$ cat src/rtl/fft_input_loader_if.sv
// Sample stream into the FFT input loader: valid/ready handshake carrying one
// real sample per beat, with in_last marking the final sample of a frame.
interface fft_input_loader_if #(
  parameter int DATA_W = 32
) ();
  logic              in_valid;
  logic [DATA_W-1:0] in_data;
  logic              in_last;
  logic              in_ready;

  modport master (output in_valid, in_data, in_last, input in_ready);
  modport slave  (input in_valid, in_data, in_last, output in_ready);
endinterface

$ cat src/rtl/fft_input_loader.sv
// Collects a 16-sample real stream into one parallel frame for a 16-point FFT.
// Define FFT_LOADER_BITREV_EN to store samples in bit-reversed slot order.
module fft_input_loader #(
  parameter int DATA_W = 32,
  parameter int N_PTS  = 16
) (
  input  logic                    clk,
  input  logic                    rst,
  fft_input_loader_if.slave       src,
  output logic [DATA_W*N_PTS-1:0] data_real_in_flat,
  output logic                    ready,
  output logic                    frame_err
);

  typedef enum logic [1:0] {IDLE, FILL, EMIT} state_t;

  state_t                       state, state_nxt;
  logic [3:0]                   cnt, cnt_nxt;
  logic [3:0]                   slot;
  logic                         accept;
  logic                         load;
  logic                         discard;
  logic [N_PTS-1:0][DATA_W-1:0] fill_buf;
  logic [N_PTS-1:0][DATA_W-1:0] frame_q;
  logic [N_PTS-1:0][DATA_W-1:0] frame_nxt;

  // The single EMIT cycle is the only stall; reset also holds the source off.
  assign src.in_ready = rst && (state != EMIT);
  assign accept       = src.in_valid && src.in_ready;

`ifdef FFT_LOADER_BITREV_EN
  assign slot = {cnt[0], cnt[1], cnt[2], cnt[3]};
`else
  assign slot = cnt;
`endif

  always_comb begin
    // NOTE: every variable gets a default first, so no path can infer a latch.
    state_nxt = state;
    cnt_nxt   = cnt;
    load      = 1'b0;
    discard   = 1'b0;
    case (state)
      IDLE, FILL: begin
        if (accept) begin
          if (cnt == 4'd15) begin
            cnt_nxt = 4'd0;
            if (src.in_last) begin
              state_nxt = EMIT;
              load      = 1'b1;
            end else begin
              state_nxt = IDLE;
              discard   = 1'b1;
            end
          end else if (src.in_last) begin
            cnt_nxt   = 4'd0;
            state_nxt = IDLE;
            discard   = 1'b1;
          end else begin
            cnt_nxt   = cnt + 4'd1;
            state_nxt = FILL;
          end
        end
      end
      EMIT:    state_nxt = IDLE;
      default: begin
        state_nxt = IDLE;
        cnt_nxt   = 4'd0;
      end
    endcase
  end

  // The closing sample goes straight into the outgoing frame, not via fill_buf.
  always_comb begin
    frame_nxt       = fill_buf;
    frame_nxt[slot] = src.in_data;
  end

  always_ff @(posedge clk) begin
    // NOTE: non-blocking assignments so every flop samples pre-edge values.
    if (!rst) begin
      state <= IDLE;
      cnt   <= 4'd0;
    end else begin
      state <= state_nxt;
      cnt   <= cnt_nxt;
    end
  end

  always_ff @(posedge clk) begin
    if (!rst) begin
      // NOTE: the sample buffer is cleared too, so nothing from before reset can leak into a frame.
      fill_buf  <= '0;
      frame_q   <= '0;
      ready     <= 1'b0;
      frame_err <= 1'b0;
    end else begin
      ready     <= load;
      frame_err <= discard;
      if (accept && !discard) fill_buf[slot] <= src.in_data;
      if (load) frame_q <= frame_nxt;
    end
  end

  assign data_real_in_flat = frame_q;

endmodule

$ cat src/flat_wrapper.sv
// flat-port wrapper written by rule: the top's interface ports become plain ports
module fft_input_loader_flat 
#(
  parameter int DATA_W = 32,
  parameter int N_PTS  = 16
)
  (clk, rst, data_real_in_flat, ready, frame_err, src_in_valid, src_in_data, src_in_last, src_in_ready);
  fft_input_loader_if #(.DATA_W(DATA_W)) src_i ();
  input  logic clk;
  input  logic rst;
  output logic [DATA_W*N_PTS-1:0] data_real_in_flat;
  output logic ready;
  output logic frame_err;
  input wire logic [$bits(src_i.in_valid)-1:0] src_in_valid;
  input wire logic [$bits(src_i.in_data)-1:0] src_in_data;
  input wire logic [$bits(src_i.in_last)-1:0] src_in_last;
  output wire logic [$bits(src_i.in_ready)-1:0] src_in_ready;
  assign src_i.in_valid = src_in_valid;
  assign src_i.in_data = src_in_data;
  assign src_i.in_last = src_in_last;
  assign src_in_ready = src_i.in_ready;
  fft_input_loader #(.DATA_W(DATA_W), .N_PTS(N_PTS)) u_core (.clk(clk), .rst(rst), .src(src_i), .data_real_in_flat(data_real_in_flat), .ready(ready), .frame_err(frame_err));
endmodule
$ cat config.mk
export PLATFORM = sky130hd
export DESIGN_NAME = fft_input_loader_flat
export DESIGN_NICKNAME = d
export VERILOG_FILES = /design/src/rtl/fft_input_loader_if.sv /design/src/rtl/fft_input_loader.sv /design/src/flat_wrapper.sv
export SDC_FILE = /design/constraint.sdc
export NUM_CORES = 2
export LEC_CHECK = 0
export ABC_AREA = 0
export CAP_MARGIN = 20
export CORE_UTILIZATION = 45
export DETAILED_ROUTE_END_ITERATION = 8
export PLACE_DENSITY = 0.69
export SLEW_MARGIN = 20
export SYNTH_ARGS = -nofsm -noshare
export SYNTH_HDL_FRONTEND = slang
export SYNTH_SLANG_ARGS = --single-unit
$ cat constraint.sdc
create_clock -name clk -period 4.3 [get_ports clk]
set_input_delay 0.86 -clock clk [delete_from_list [all_inputs] [get_ports clk]]
set_output_delay 0.86 -clock clk [all_outputs]
set_load 0.005 [all_outputs]
==> metrics.log <==
INFO  metric net_count_of_the_mapped_netlist = 4204
INFO  metric setup.reg_to_reg.worst_slack = 890 ps
INFO  metric timing.fmax = 293 MHz
INFO  metric grtUsageTotal = 29.3%
INFO  metric pin_count_of_the_biggest_net_entering_global_routing = 226
INFO  metric drt_first_pass_iters = 5
INFO  metric worst-setup-path-type = flip-flop to flip-flop
INFO  metric boundaryPins = 551
INFO  metric cp_data_required_time = 4910 ps
INFO  metric synth-warning-count = 0
INFO  metric finalWorstPathRequiredPeriod = 3410 ps
INFO  metric seq_area_frac_synth = 46.7%
INFO  metric end_kind = flip-flop
INFO  metric grt_pass1_vias = 33200
INFO  metric yosys_register_bits = 1000
INFO  metric port_buffers = 550
INFO  metric crit_path_end = u_core.fill_buf[144]
INFO  metric cp_max_fo = 79
INFO  metric worst_slew_margin_rel = 22.2%
INFO  metric cts.htree.levels = 3
INFO  metric post_cts_resized = 0
INFO  metric syn-cell-area = 42900 sq um
INFO  metric clock_latency = 690 ps
INFO  metric placementRows = 112
INFO  metric initial_detailed_routing_violation_count = 3890
INFO  metric clock-root-buffer = clkbuf_16
INFO  metric timing.critical_path.arrival = 4020 ps
INFO  metric status = finished clean
INFO  metric routed_wirelength = 149000 um
INFO  metric powerDensity = 394 nW/um^2
INFO  metric post_detailed_route_drc_marker_count = 0
INFO  metric r2r_cells = 7
INFO  metric area_delta_synth_final = 20.6%
INFO  metric ys_types = 38
INFO  metric clock_sinks = 1000
INFO  metric timing.rr.start = u_core.cnt[2]
INFO  metric postCtsSetupBuffers = 0
INFO  metric unrepaired_setup_endpoints_after_global_routing = no
INFO  metric static-leakage-power = 17.9 nW
INFO  metric dp_hpwl = 86000 um
INFO  metric vdd.ir_drop.worst = 0.269 mV
INFO  metric place.gp.congestion = 0.778
INFO  metric layout.core_utilization = 55.0%
INFO  metric min-delay-path-class = flip-flop to flip-flop
INFO  metric setup_tns = 0 ps
INFO  metric number_of_vias_per_cell_after_detailed_routing = 6.20
INFO  metric antenna_found_initial = 6
INFO  metric design.final.nets = 4376
INFO  metric tritoncts = built
INFO  metric placeableCoreArea = 93900 sq um
INFO  metric die_x = 311 um
INFO  metric worst_setup_hold_path_clk_slew = 60 ps
INFO  metric finalPower = 20.3 mW
INFO  metric syn_area_per_cell = 10.3 sq um
INFO  metric num_vias = 35200
INFO  metric timing.max_cap.violations = 0
INFO  metric global_route_wire_length_before_repair = 220000 um
INFO  metric design.die.area = 96500 sq um
INFO  metric grt-ovfl-total = 0
INFO  metric start_kind = flip-flop
INFO  metric final-setup-viol-count = 0
INFO  metric synthesized_instance_count = 4163
INFO  metric cts_hold_buf = 0
INFO  metric ant_nets = 0
INFO  metric min-delay-start = u_core.fill_buf[392]
INFO  metric cts_max_path_buffers = 3
INFO  metric fraction_of_layout_instances_using_a_drive_strength_above_1 = 13.6%
INFO  metric floorplan.initialDensity = 45.6%
INFO  metric drt-wirelength-per-cell = 26.2 um
INFO  metric timing_max_transition_violations_final = 0
INFO  metric min_period_over_period = 79.4%
INFO  metric worst_slew_pin_slew = 1170 ps
INFO  metric setup.worst_path.start = u_core.cnt[2]
INFO  metric die_height = 311 um
INFO  metric crit-reg2reg-capture = u_core.fill_buf[144]
INFO  metric hold_viol_final = 0
INFO  metric clock_skew = 21.2 ps
INFO  metric cts_inserted_buffers = 108
-- worst min path at each step --
stage,cells after the start,end
after floorplan,2,u_core.fill_buf[289]
after global placement,2,u_core.fill_buf[363]
after detailed placement,2,u_core.fill_buf[370]
after CTS,2,u_core.fill_buf[407]
after global routing,2,u_core.fill_buf[462]
final,2,u_core.fill_buf[392]
-- flip-flops by register name, indices dropped and copies added, names as in the netlist --
register / cells
u_core.cnt: 4
u_core.data_real_in_flat: 512
u_core.fill_buf: 480
u_core.frame_err: 1
u_core.ready: 1
u_core.state: 2
-- logic make-up (layout without fill, tap and decap cells) --
| family | Yosys count | count (layout) | share of synthesized area [%] |
|---|---|---|---|
| AO/OA/AOI/OAI | 1643 | 1643 | 28.0 |
| multiplexers | 654 | 654 | 15.3 |
| adder cells (fa/ha/maj) | 5 | 5 | 0.146 |
| XOR/XNOR | 1 | 1 | 0.0204 |
| buffers and inverters | 577 | 835 | 6.88 |
| AND/OR/NAND/NOR | 283 | 283 | 2.94 |
| flip-flops | 1000 | 1000 | 46.7 |
| other | 0 | 2 | 0 |
-- stage by stage --
stage               instances  area, sq um  hold WS (ps)  worst slack [ps]
CTS                      5674        51600           459               916
global placement         5478        47900           444               970
finish                   5677        51700           457               887
global route             5675        51700           478               692
floorplan                4163        42900           438              1750
detailed placement       5478        47900           451               938
-- layer usage --
layer / GRT usage (%) / share of wire, %
met1: 39.6 / 43
met2: 44.8 / 45
met3: 7.04 / 8.5
met4: 11.4 / 3.7
met5: 0 / 0.0087
-- where the power goes --
group / internal, mW / leakage, nW / switching [mW]
Sequential: 9.41 / 8.09 / 0.0717
Combinational: 0.326 / 8.02 / 0.929
Clock: 5.70 / 1.83 / 3.92
-- layout by cell type (no fill, tap or decap), drive strengths merged --
cell / count
and3: 5
nor3b: 4
nand4b: 2
nand2: 210
a311oi: 1
nor3: 1
nand4: 5
o21ai: 32
nor2: 3
mux2i: 654
xor2: 1
ha: 5
and2: 2
dfxtp: 1000
nand3: 37
and3b: 2
a211oi: 787
and4bb: 1
inv: 7
buf: 116
clkdlybuf4s50: 518
nand2b: 3
bufinv: 6
and4b: 1
clkinv: 21
a21oi: 515
nand3b: 7
clkinvlp: 3
a31oi: 307
diode: 2
o22ai: 1
clkbuf: 164
-- synthesized netlist by cell type, drive strengths merged --
library cell	n	share of area [%]
a211oi	787	17
a21oi	515	6.0
a311oi	1	0.020
a31oi	307	4.5
and2	2	0.029
and3	5	0.073
and3b	2	0.041
and4b	1	0.023
and4bb	1	0.029
buf	340	4.8
clkbuf	232	2.1
clkinv	1	0.0088
dfxtp	1000	47
ha	5	0.15
inv	4	0.035
mux2i	654	15
nand2	210	1.8
nand2b	3	0.044
nand3	37	0.43
nand3b	7	0.12
nand4	5	0.10
nand4b	2	0.055
nor2	3	0.032
nor3	1	0.012
nor3b	4	0.11
o21ai	32	0.37
o22ai	1	0.015
xor2	1	0.020
-- worst max-delay path, cell delays in order, from the launching register on --
cell and delay, ps:
dfxtp_1 760, and3_4 350, inv_2 270, ha_1 430
nand2b_4 240, buf_4 750, a31oi_1 220, a211oi_2 220
-- final cells by class --
cell class	count	area, sq um
diodes	2	5.00
fillers	8179	42200
clock buffers	164	3350
multi-input cells	2586	20000
inverters	5	26.3
flip-flops and latches	1000	20000
clock inverters	32	340
well taps	1254	1570
repair buffers	634	6390
No activity file was read; power rests on OpenSTA's default activity.
